## src/rtl/exception_ctrl_pkg.sv

```systemverilog
// -----------------------------------------------------------------------------
// exc_pkg
// Shared definitions for the exception sequencer: FSM state encoding,
// exception cause codes and the memory-address mux selector codes.
// No ports (package).
// -----------------------------------------------------------------------------
package exc_pkg;

    typedef enum logic [2:0] {
        ST_IDLE  = 3'd0,
        ST_SAVE  = 3'd1,
        ST_FETCH = 3'd2,
        ST_LOAD  = 3'd3,
        ST_DONE  = 3'd4
    } state_e;

    typedef enum logic [1:0] {
        CAUSE_NONE   = 2'd0,
        CAUSE_OPCODE = 2'd1,
        CAUSE_OVF    = 2'd2,
        CAUSE_DIV0   = 2'd3
    } cause_e;

    localparam logic [2:0] SEL_ULA_RESULT = 3'b000;
    localparam logic [2:0] SEL_ULAOUT     = 3'b001;
    localparam logic [2:0] SEL_VEC_253    = 3'b010;
    localparam logic [2:0] SEL_VEC_254    = 3'b011;
    localparam logic [2:0] SEL_VEC_255    = 3'b100;

    // Address-mux code that points at the vector byte for a given cause.
    function automatic logic [2:0] cause_to_sel(input cause_e c);
        logic [2:0] sel;
        case (c)
            CAUSE_OPCODE: sel = SEL_VEC_253;
            CAUSE_OVF:    sel = SEL_VEC_254;
            CAUSE_DIV0:   sel = SEL_VEC_255;
            default:      sel = SEL_ULA_RESULT;
        endcase
        return sel;
    endfunction

endpackage

```

## src/rtl/exc_priority_enc.sv

```systemverilog
// -----------------------------------------------------------------------------
// exc_priority_enc
// Combinational priority encoder: three exception flags -> 2-bit cause
// (opcode_invalid > overflow > div_zero), plus the matching vector selector.
// Ports:
//   opcode_invalid, overflow, div_zero : exception flags
//   cause                              : encoded cause (CAUSE_NONE if no flag)
//   vec_sel                            : address-mux code of the vector byte
// -----------------------------------------------------------------------------
module exc_priority_enc
    import exc_pkg::*;
(
    input  logic       opcode_invalid,
    input  logic       overflow,
    input  logic       div_zero,
    output cause_e     cause,
    output logic [2:0] vec_sel
);

    // Highest-priority active flag wins.
    always_comb begin
        cause = CAUSE_NONE;
        if (opcode_invalid) begin
            cause = CAUSE_OPCODE;
        end else if (overflow) begin
            cause = CAUSE_OVF;
        end else if (div_zero) begin
            cause = CAUSE_DIV0;
        end else begin
            cause = CAUSE_NONE;
        end
    end

    assign vec_sel = cause_to_sel(cause);

endmodule

```

## src/rtl/exception_ctrl.sv

```systemverilog
// -----------------------------------------------------------------------------
// exception_ctrl
// Exception sequencer for the multicycle CPU. On a flagged exception it saves
// PC-PC_OFFSET into EPC, steers the address mux to the vector byte, waits
// MEM_LATENCY cycles, loads PC with the zero-extended byte and pulses done.
// Ports:
//   clk, reset_n (sync, active-low)
//   exc_check, opcode_invalid, overflow, div_zero : trigger strobe and flags
//   pc_current, mem_data_in                       : PC to save, memory data
//   addr_sel, mem_read                            : memory-address mux / read
//   epc_write, epc_data, pc_write, pc_data        : register load ports
//   busy, done, cause                             : status
// -----------------------------------------------------------------------------
module exception_ctrl
    import exc_pkg::*;
#(
    parameter int unsigned MEM_LATENCY = 1,
    parameter logic [31:0] PC_OFFSET   = 32'd4
) (
    input  logic        clk,
    input  logic        reset_n,
    input  logic        exc_check,
    input  logic        opcode_invalid,
    input  logic        overflow,
    input  logic        div_zero,
    input  logic [31:0] pc_current,
    input  logic [31:0] mem_data_in,
    output logic [2:0]  addr_sel,
    output logic        mem_read,
    output logic        epc_write,
    output logic [31:0] epc_data,
    output logic        pc_write,
    output logic [31:0] pc_data,
    output logic        busy,
    output logic        done,
    output logic [1:0]  cause
);

    // FETCH counter starts at MEM_LATENCY-1 so that FETCH lasts MEM_LATENCY cycles.
    localparam logic [2:0] CNT_INIT = 3'(MEM_LATENCY - 1);

    state_e      state_q;
    logic [2:0]  cnt_q;
    cause_e      cause_q;
    logic [2:0]  vec_sel_q;
    logic [2:0]  addr_sel_q;
    logic        mem_read_q;
    logic        epc_write_q;
    logic [31:0] epc_data_q;
    logic        pc_write_q;
    logic        busy_q;
    logic        done_q;

    cause_e      enc_cause_s;
    logic [2:0]  enc_sel_s;

    exc_priority_enc u_enc (
        .opcode_invalid (opcode_invalid),
        .overflow       (overflow),
        .div_zero       (div_zero),
        .cause          (enc_cause_s),
        .vec_sel        (enc_sel_s)
    );

    // Sequencer FSM; every output is registered together with the state it belongs to.
    always_ff @(posedge clk) begin
        if (!reset_n) begin
            state_q     <= ST_IDLE;
            cnt_q       <= 3'd0;
            cause_q     <= CAUSE_NONE;
            vec_sel_q   <= SEL_ULA_RESULT;
            addr_sel_q  <= SEL_ULA_RESULT;
            mem_read_q  <= 1'b0;
            epc_write_q <= 1'b0;
            epc_data_q  <= 32'd0;
            pc_write_q  <= 1'b0;
            busy_q      <= 1'b0;
            done_q      <= 1'b0;
        end else begin
            // Single-cycle strobes drop unless the next state re-asserts them.
            mem_read_q  <= 1'b0;
            epc_write_q <= 1'b0;
            epc_data_q  <= 32'd0;
            pc_write_q  <= 1'b0;
            done_q      <= 1'b0;
            case (state_q)
                ST_IDLE: begin
                    addr_sel_q <= SEL_ULA_RESULT;
                    if (exc_check && (enc_cause_s != CAUSE_NONE)) begin
                        state_q     <= ST_SAVE;
                        cause_q     <= enc_cause_s;
                        vec_sel_q   <= enc_sel_s;
                        epc_write_q <= 1'b1;
                        epc_data_q  <= pc_current - PC_OFFSET;
                        busy_q      <= 1'b1;
                    end else begin
                        state_q <= ST_IDLE;
                        busy_q  <= 1'b0;
                    end
                end
                ST_SAVE: begin
                    state_q    <= ST_FETCH;
                    cnt_q      <= CNT_INIT;
                    addr_sel_q <= vec_sel_q;
                    mem_read_q <= 1'b1;
                    busy_q     <= 1'b1;
                end
                ST_FETCH: begin
                    busy_q     <= 1'b1;
                    addr_sel_q <= vec_sel_q;
                    if (cnt_q == 3'd0) begin
                        state_q    <= ST_LOAD;
                        pc_write_q <= 1'b1;
                    end else begin
                        state_q    <= ST_FETCH;
                        cnt_q      <= cnt_q - 3'd1;
                        mem_read_q <= 1'b1;
                    end
                end
                ST_LOAD: begin
                    state_q    <= ST_DONE;
                    addr_sel_q <= SEL_ULA_RESULT;
                    done_q     <= 1'b1;
                    busy_q     <= 1'b1;
                end
                ST_DONE: begin
                    state_q    <= ST_IDLE;
                    addr_sel_q <= SEL_ULA_RESULT;
                    busy_q     <= 1'b0;
                end
                default: begin
                    state_q    <= ST_IDLE;
                    addr_sel_q <= SEL_ULA_RESULT;
                    busy_q     <= 1'b0;
                end
            endcase
        end
    end

    assign addr_sel  = addr_sel_q;
    assign mem_read  = mem_read_q;
    assign epc_write = epc_write_q;
    assign epc_data  = epc_data_q;
    assign pc_write  = pc_write_q;
    // Memory data only becomes valid during LOAD, so the byte is gated through
    // rather than registered on the edge that enters LOAD.
    assign pc_data   = pc_write_q ? {24'd0, mem_data_in[7:0]} : 32'd0;
    assign busy      = busy_q;
    assign done      = done_q;
    assign cause     = cause_q;

endmodule

```

## config.mk

```make
export PLATFORM = sky130hd
export DESIGN_NAME = exception_ctrl
export DESIGN_NICKNAME = d
export VERILOG_FILES = /design/src/rtl/exception_ctrl_pkg.sv /design/src/rtl/exc_priority_enc.sv /design/src/rtl/exception_ctrl.sv
export SDC_FILE = /design/constraint.sdc
export NUM_CORES = 1
export LEC_CHECK = 0
export BUFFER_PORTS_ARGS = -buffer_cell sky130_fd_sc_hd__buf_2
export CELL_PAD_IN_SITES_DETAIL_PLACEMENT = 0
export CELL_PAD_IN_SITES_GLOBAL_PLACEMENT = 2
export CORE_ASPECT_RATIO = 2
export CORE_UTILIZATION = 21
export DETAILED_ROUTE_END_ITERATION = 7
export GPL_ROUTABILITY_DRIVEN = 1
export GPL_TIMING_DRIVEN = 0
export PLACE_DENSITY = 0.73
export SYNTH_ARGS = -nofsm -noshare
export SYNTH_HDL_FRONTEND = slang
export SYNTH_SLANG_ARGS = --single-unit
```

## constraint.sdc

```tcl
create_clock -name clk -period 2.1 [get_ports clk]
set_clock_uncertainty 0.15 [all_clocks]
set_input_delay 0 -clock clk [delete_from_list [all_inputs] [get_ports clk]]
set_output_delay 0 -clock clk [all_outputs]
set_load 0.02 [all_outputs]
```

# Word-level counts from Yosys, hierarchy flattened
# Index checks and enable logic that the tools add are counted.
# W data, S select, Z words.
# word_totals
ff_bits,51
word_cells,49
out_inout_bits,74
# op_classes
n_addsub,2
eq_ne,7
muxes,16
n_reduce_logical,13
# ops
op,n
$sub A32 B3 Y32 const B,1
$pmux W3 S4,1
$reduce_and A2 Y1,5
$pmux W3 S3,1
$mux W8,1
$eq A3 B2 Y1 const B,2
$logic_not A3 Y1,2
$mux W1,6
$mux W2,3
$pmux W3 S2,1
$eq A2 B2 Y1 const B,2
$pmux W1 S2,2
$reduce_bool A2 Y1,2
$eq A3 B1 Y1 const B,1
$mux W3,1
$reduce_and A3 Y1,1
$reduce_or A3 Y1,1
$sub A3 B1 Y3 const B,1
$eq A2 B1 Y1 const B,1
$ne A2 B2 Y1 const B,1
$reduce_or A2 Y1,1
$logic_and A1 B1 Y1,1

# Depth between registers and ports, before layout
# Gate-level depths: netlist (run 1).
# logic_depth
word_depth,7
depth_mapped,9

# Modules after synthesis
# A second synthesis (run 1) with hierarchy kept.
# unflattened
hier_cells,289
area_unflattened_um2,2479.9
# by_module_without_submodules
module,area_per_inst_um2,cells_per_inst,n_inst,seq_area_each_um2
exception_ctrl,2427.3,281,1,1021.0
exc_priority_enc,52.6,8,1,0.0

# Least setup slack after synthesis (run 1)
# No wires, ideal clock.
# synth_path
path_type,input to register
startpoint,input div_zero
endpoint,register epc_data_q[13] (netlist: epc_data[13])
path_slack_ps,-155
arrival_ps,2041
required_time_ps,1886
path_buffers,2
setup_ps,64
path_stages,9
path_cell_list,nor2_1 or2_2 ha_1 or4b_2 nor2_1 nand2_1 clkbuf_1 buf_2 nor2_1
# synth_between
elab_chain_len,6
# synth_rtl
element,line_no,source
"start, declared",exception_ctrl.sv:25,"input logic div_zero,"
$mux W2,exc_priority_enc.sv:27,end else if (div_zero) begin
$mux W2,exc_priority_enc.sv:25,end else if (overflow) begin
$mux W2,exc_priority_enc.sv:23,if (opcode_invalid) begin
$reduce_bool A2 Y1,exception_ctrl.sv:89,if (exc_check && (enc_cause_s != CAUSE_NONE)) begin
$logic_and A1 B1 Y1,exception_ctrl.sv:89,
$reduce_and A3 Y1 (no source line),-,
"end signal, assigned",exception_ctrl.sv:94,epc_data_q <= pc_current - PC_OFFSET;
"end, declared",exception_ctrl.sv:49,logic [31:0] epc_data_q;
# No other way between the ends.
# A chain may end at the register's enable or synchronous reset.

# Worst setup path after layout (run 1)
# layout_path
startpoint,input pc_current[2]
endpoint,register epc_data_q[28] (netlist: epc_data[28])
# layout_between
elab_chain_len,1
# layout_rtl
element,line_no,source
"start, declared",exception_ctrl.sv:26,"input logic [31:0] pc_current,"
$sub A32 B3 Y32,exception_ctrl.sv:94,
# No other way between the ends.

==> metrics.yaml, run 1 <==
synth_area_leaders: "dfxtp_1, buf_4, a21oi_1"
synth_compound_gate_area_share_pct: 13.9
synthMuxAreaShare_pct: 0.409
max_clock_freq_ghz: 0.505
layout_worst_path_cycle_share_pct: 94.2
clock_insertion_delay_worst_skew_ns: 0.29
required_ns: 2.18
die_h_microns: 155
routabilityCongestion: 0.713
io_buffer_count: 95
grt_remaining_overflow: 0
route.detailed.wl_per_inst_microns: 12.4
finalHoldViolCount: 2
maxCapViolCount: 0
detailroute.via_count: 2472
post_synthesis_share_of_cell_area_spent_on_and_or_nand_and_nor_gates_pct: 25.2
cts_tree: "built"
detailed_place_hpwl_microns: 5710
chipWidth_microns: 78.4
arrival_time_at_the_worst_endpoint_ns: 2.06
critical_path.startpoint_type: "primary input"
drt_total_wl_microns: 7330
total_power_divided_by_cell_area_mw_per_mm2: 643
synth_top_family_by_area: "simple AND/OR/NAND/NOR gates"
synth_fa_ha_area_share_pct: 3.07
critical_path.endpoint_type: "flop"
detail_route.first_pass.iterations: 4
run_status: "complete, but fails checks"
boundaryPins: 144
grt_setup_unrepaired: "no"
cts-root-buf: "clkbuf_16"
worstRegToRegCells: 6
vias_per_cell: 4.18
initial_antenna_violation_count: 0
total_power_draw_mw: 2.46
peakVddDrop_uv: 305
post_synth.cell_area_avg_sq_um: 8.74
via_count_of_the_first_global_routing_pass: 2559
worst_hold_path.num_cells: 3
num_rows: 55
synth_xor_area_share_pct: 3.22
layout_nets: 525
initial_utilization_pct: 21.6
max_slew.worst_pin.slew_ns: 0.496
timing.critical_path.fanout_max: 10
synth_area_sq_mm: 0.00245
p_leak_nw: 1.72
synth_seq_cells: 51
cts_num_sinks: 51
overall_routing_resource_usage_pct: 12.8
layout.cells.most_common: "buf_2"
most-common-layout-cells: "buf_2, dfxtp_1, dlygate4sd3_1"
fin_crit_ns: 1.98
core_area_sq_mm: 0.0114
htreeDepth: 2
synthToLayoutAreaGrowth_pct: 56.4
yosys_warnings: 0
fillers: 1223
cts-root-to-sink-buffers: 2
design.die.area_sq_mm: 0.0121
layout-drive-gt1-share_pct: 33.9
antenna_left: 0
final-max-slew-violation-count: 0
grt_start_max_net_pins: 15
ys_seq_area_share_pct: 41.7
first_iter_violations: 47
number_of_remaining_drc_errors: 0
grt_pass1_wl_microns: 12000
cts-buffers-inserted: 5
worstHoldPathType: "primary input to flop"
postLayoutCoreUtil_pct: 33.7
synth_cells: 280
max-slew-margin-rel_pct: 66.7
failed_checks: "hold timing"
finalHoldWorstSlack_ns: -0.0262
crit_type: "primary input to flop"
path_clk_slew_ns: 0.07
report.final.setup_viol: 0
synth_largest_area_cell: "dfxtp_1"
synthDistinctLibCells: 37
yosys.area.top_type_share_pct: 41.7
n_antenna_cell: 0
-- routing by layer --
metal | track usage [%] | wire, microns
met1 | 11.1 | 2480
met2 | 27.0 | 4330
met5 | 0 | 0
met4 | 4.23 | 96
met3 | 2.95 | 427
-- repair_timing --
item                                    4_1_cts  5_1_grt
hold endpoints to repair                     40        0
pin swaps                                     1        0
endpoints found under the setup margin       22       14
buffers inserted                              1        0
hold buffers                                 44        0
gates resized for setup                       4        7
-- synth_stat cells --
cell,number
or2_2,5
inv_1,11
nor4_1,7
or4b_2,2
nor3_1,2
o31ai_1,11
a21oi_1,29
or4_1,13
nand2b_1,5
conb_1,1
or4_4,2
dfxtp_1,51
mux2i_1,1
or3_2,1
or3b_1,1
buf_4,26
nor2b_1,2
or4b_1,1
a31oi_1,1
o21ai_0,13
clkbuf_1,5
a211oi_1,1
buf_2,2
nand2_1,13
o41ai_1,4
buf_6,2
or3_1,11
or3_4,1
clkbuf_4,1
ha_1,6
xor2_1,2
clkbuf_2,1
nor2_1,22
xnor2_1,7
and2_1,15
nor4bb_1,1
nand3b_1,1
-- metrics by stage --
step | worst slack (ns) | instances | setup TNS [ns] | cell area (sq um)
3_5_place_dp | -0.546 | 540 | -10.81 | 3200
5_1_grt | 0.0156 | 591 | 0 | 3830
6_report | 0.121 | 591 | 0 | 3830
2_1_floorplan | 0.00171 | 303 | 0 | 2540
3_3_place_gp | -0.491 | 540 | -10.16 | 3200
4_1_cts | 0.00129 | 591 | 0 | 3810
-- kinds of logic after synthesis --
logic type | Yosys count
xor gates and xnor gates | 9
other | 1
DFF | 51
adders and majority gates | 6
and+or+nand+nor | 105
AOI/OAI and AO/OA | 59
buffers and inverters | 48
muxes | 1
-- registers in the layout, summed over array words and instances, names as in the netlist --
name / flops
epc_data: 32
addr_sel: 3
cnt_q: 3
state_q: 3
vec_sel_q: 3
cause: 2
busy: 1
done: 1
epc_write: 1
mem_read: 1
pc_write: 1
-- power breakdown --
| group | switching, mW | internal [mW] |
|---|---|---|
| Sequential | 0.0215 | 1.02 |
| Clock | 0.358 | 0.557 |
| Combinational | 0.281 | 0.224 |
-- cell type report --
class | count | area (sq um) | share of cell area [%]
multi-input combinational | 204 | 1250 | 32.6
inverter | 11 | 41.3 | 1.08
buffer | 36 | 258 | 6.73
sequential | 51 | 1020 | 26.7
tap | 142 | 178 | 4.64
clock buffer | 6 | 129 | 3.37
timing repair buffer | 140 | 923 | 24.1
clock inverter | 1 | 30.0 | 0.784
-- worst paths after layout --
path / start / end / slack [ns]
max: pc_current[2] / epc_data[28] / 0.12
min: pc_current[18] / epc_data[19] / -0.03
max reg2reg: state_q[2] / epc_data[13] / 0.16
min reg2reg: vec_sel_q[0] / addr_sel[0] / 0.30
-- worst max-delay path, cell delays in order --
cell	delay (ns)
buf_2	0.12
inv_1	0.05
ha_1	0.17
or3b_4	0.43
or4_4	0.48
buf_6	0.17
or4_1	0.48
a21oi_2	0.15
(Power assumes the default switching activity.)
==> inputs of run 2 (changes only) <==
--- a/config.mk
+++ b/config.mk
@@ -8,7 +8,6 @@
 export BUFFER_PORTS_ARGS = -buffer_cell sky130_fd_sc_hd__buf_2
 export CELL_PAD_IN_SITES_DETAIL_PLACEMENT = 0
 export CELL_PAD_IN_SITES_GLOBAL_PLACEMENT = 2
-export CORE_ASPECT_RATIO = 2
 export CORE_UTILIZATION = 21
 export DETAILED_ROUTE_END_ITERATION = 7
 export GPL_ROUTABILITY_DRIVEN = 1
==> metrics.yaml, run 2 (synthesized netlist as in run 1, its figures left out) <==
switching_part_of_the_total_pct: 26.8  # about the same
final-max-slew-violation-count: 0  # unchanged
worstHoldPathType: "primary input to flop"
report.final.setup_viol: 0  # unchanged
timing.critical_path.fanout_max: 10  # unchanged
required_ns: 2.16  # -0.02 ns
p_switching_uw: 642  # -2.8%
cts-root-buf: "clkbuf_16"
total_power_divided_by_cell_area_mw_per_mm2: 630  # -2.0%
grt_util_met3_pct: 3.17  # +0.22 points
initial_antenna_violation_count: 0  # unchanged
layout_nets: 524  # -0.19%
p_clk_share_pct: 35.7  # -1.5 points
path_clk_slew_ns: 0.07  # about the same
grt_remaining_overflow: 0  # unchanged
detailroute.via_count: 2477  # +0.20%
io_buffer_count: 95  # unchanged
number_of_remaining_drc_errors: 0  # unchanged
vias_per_cell: 4.18  # about the same
cts-buffers-inserted: 5  # unchanged
boundaryPins: 144  # unchanged
gr-usage-met2_pct: 20.1  # -6.9 points
power.combinational.fraction_pct: 20.8  # +0.3 points
drt_total_wl_microns: 6800  # -7.2%
detail_route.first_pass.iterations: 4  # unchanged
placedCellCount: 541  # +0.19%
p_leak_nw: 1.72  # about the same
run_status: "complete, but fails checks"
clock_insertion_delay_worst_skew_ns: 0.28  # about the same
final-seq-area_sq_mm: 0.00102  # unchanged
maxCapViolCount: 0  # unchanged
n_antenna_cell: 0  # unchanged
first_iter_violations: 66  # +40%
crit_type: "primary input to flop"
multiInputGateArea_sq_mm: 0.00123  # -1.6%
grt_start_max_net_pins: 15  # unchanged
fin_crit_ns: 2.00  # +0.0228 ns
arrival_time_at_the_worst_endpoint_ns: 2.06  # about the same
htreeDepth: 2  # unchanged
cts-root-to-sink-buffers: 2  # unchanged
finalHoldViolCount: 1  # -1
layout-drive-gt1-share_pct: 33.2  # -0.67 points
cts_num_sinks: 51  # unchanged
die_h_microns: 110  # -29%
via_count_of_the_first_global_routing_pass: 2313  # -9.6%
finish.instance_area_sq_mm: 0.00380  # -0.82%
routabilityCongestion: 0.749  # +5.1%
finalHoldWorstSlack_ns: -0.00187  # +0.0243 ns
num_rows: 39  # -29%
most-common-layout-cells: "buf_2, dfxtp_1, dlygate4sd3_1"
non_filler_instance_count_after_layout: 592  # +0.17%
detailed_place_hpwl_microns: 4950  # -13%
failed_checks: "hold timing"
postPlaceCellArea_sq_mm: 0.00320  # about the same
fillers: 1239  # +1.3%
grt.met1_usage_pct: 13.3  # +2.2 points
grt_pass1_wl_microns: 10600  # -11%
critical_path.endpoint_type: "flop"
grt_busiest_layer: "met2"
max_clock_freq_ghz: 0.500  # -1.1%
route.detailed.wl_per_inst_microns: 11.5  # -7.4%
peakVddDrop_uv: 353  # +16%
share_seq_of_total_power_pct: 43.5  # +1.2 points
overall_routing_resource_usage_pct: 11.4  # -1.4 points
largest_register_ff_count: 32  # unchanged
chipWidth_microns: 110  # +40%
power_report.internal_total_mw: 1.75  # -2.8%
antenna_left: 0  # unchanged
layout.cells.most_common: "buf_2"
cts_tree: "built"
design.die.area_sq_mm: 0.0121  # -0.22%
critical_path.startpoint_type: "primary input"
grt_setup_unrepaired: "yes"
layout_worst_path_cycle_share_pct: 95.3  # +1.1 points
core_area_sq_mm: 0.0114  # +0.13%
initial_utilization_pct: 21.5  # -0.028 points
synthToLayoutAreaGrowth_pct: 55.1
-- run 2: cell count changes in the layout (fill, tap and decap cells not counted), moves of 2 or more --
cell,change
a21oi_1,+2
a21oi_2,-2
clkbuf_8,+2
nor4_1,+2
nor4_2,-2
-- run 2: stage by stage --
step / power (mW) / worst slack (ns) / TNS, ns / utilization [%] / hold slack, ns
final: 2.39 / 0.0985 / 0 / 33.4 / -0.00187
after global routing: 2.54 / -0.00661 / -0.00661 / 33.4 / 0.0180
after CTS: 2.45 / 0.00774 / 0 / 33.4 / 0.00335
after detailed placement: 1.49 / -0.525 / -10.24 / 28.1 / 0.0841
after global placement: 1.49 / -0.506 / -9.74 / 28.1 / 0.0782
after floorplan: 1.34 / 0.00171 / 0 / - / -0.0776
-- run 2: layer usage --
layer | routed length, microns | vias to the layer above
li1 | - | 1272
met1 | 3020 | 1118
met2 | 3250 | 83
met3 | 485 | 4
met4 | 52 | 0
met5 | 0 | -
-- run 2: repair_timing --
| item | CTS | global route |
|---|---|---|
| resized for setup | 3 | 2 |
| endpoints found under the setup margin | 22 | 10 |
| setup buffers | 1 | 0 |
| pin swaps | 1 | 0 |
| hold buffers | 43 | 0 |
| gates cloned | 0 | 0 |
| endpoints found under the hold margin | 37 | 0 |
-- run 2: area by class of cell --
| cell class | instances | area share (%) |
|---|---|---|
| buffer | 36 | 6.79 |
| inverter | 11 | 1.09 |
| clock buffer | 8 | 4.12 |
| sequential | 51 | 26.9 |
| multi-input combinational | 204 | 32.3 |
| timing repair buffer | 139 | 24.1 |
| tap | 143 | 4.71 |
-- run 2: worst max-delay path: stages --
cell and delay (ns):
buf_2 0.13, inv_1 0.05, ha_1 0.17, or3b_4 0.44
or4_4 0.48, buf_6 0.17, or4_1 0.46, a21oi_1 0.15
-- run 2: power groups by stage --
| stage | clock, mW | sequential (mW) | combinational (mW) |
|---|---|---|---|
| 4_1_cts | 0.908 | 1.04 | 0.498 |
| 5_1_grt | 0.939 | 1.05 | 0.550 |
| 2_1_floorplan | 0 | 1.11 | 0.224 |
| 6_report | 0.855 | 1.04 | 0.498 |
| 3_5_place_dp | 0 | 1.06 | 0.428 |
| 3_3_place_gp | 0 | 1.06 | 0.426 |
-- run 2: final timing paths --
path | end | cells after the start | slack [ns] | start
max | epc_data[28] | 8 | 0.1 | pc_current[2]
min | epc_data[14] | 4 | -0.002 | pc_current[9]
max reg2reg | epc_data[11] | 6 | 0.14 | state_q[2]
min reg2reg | addr_sel[0] | 1 | 0.31 | vec_sel_q[0]
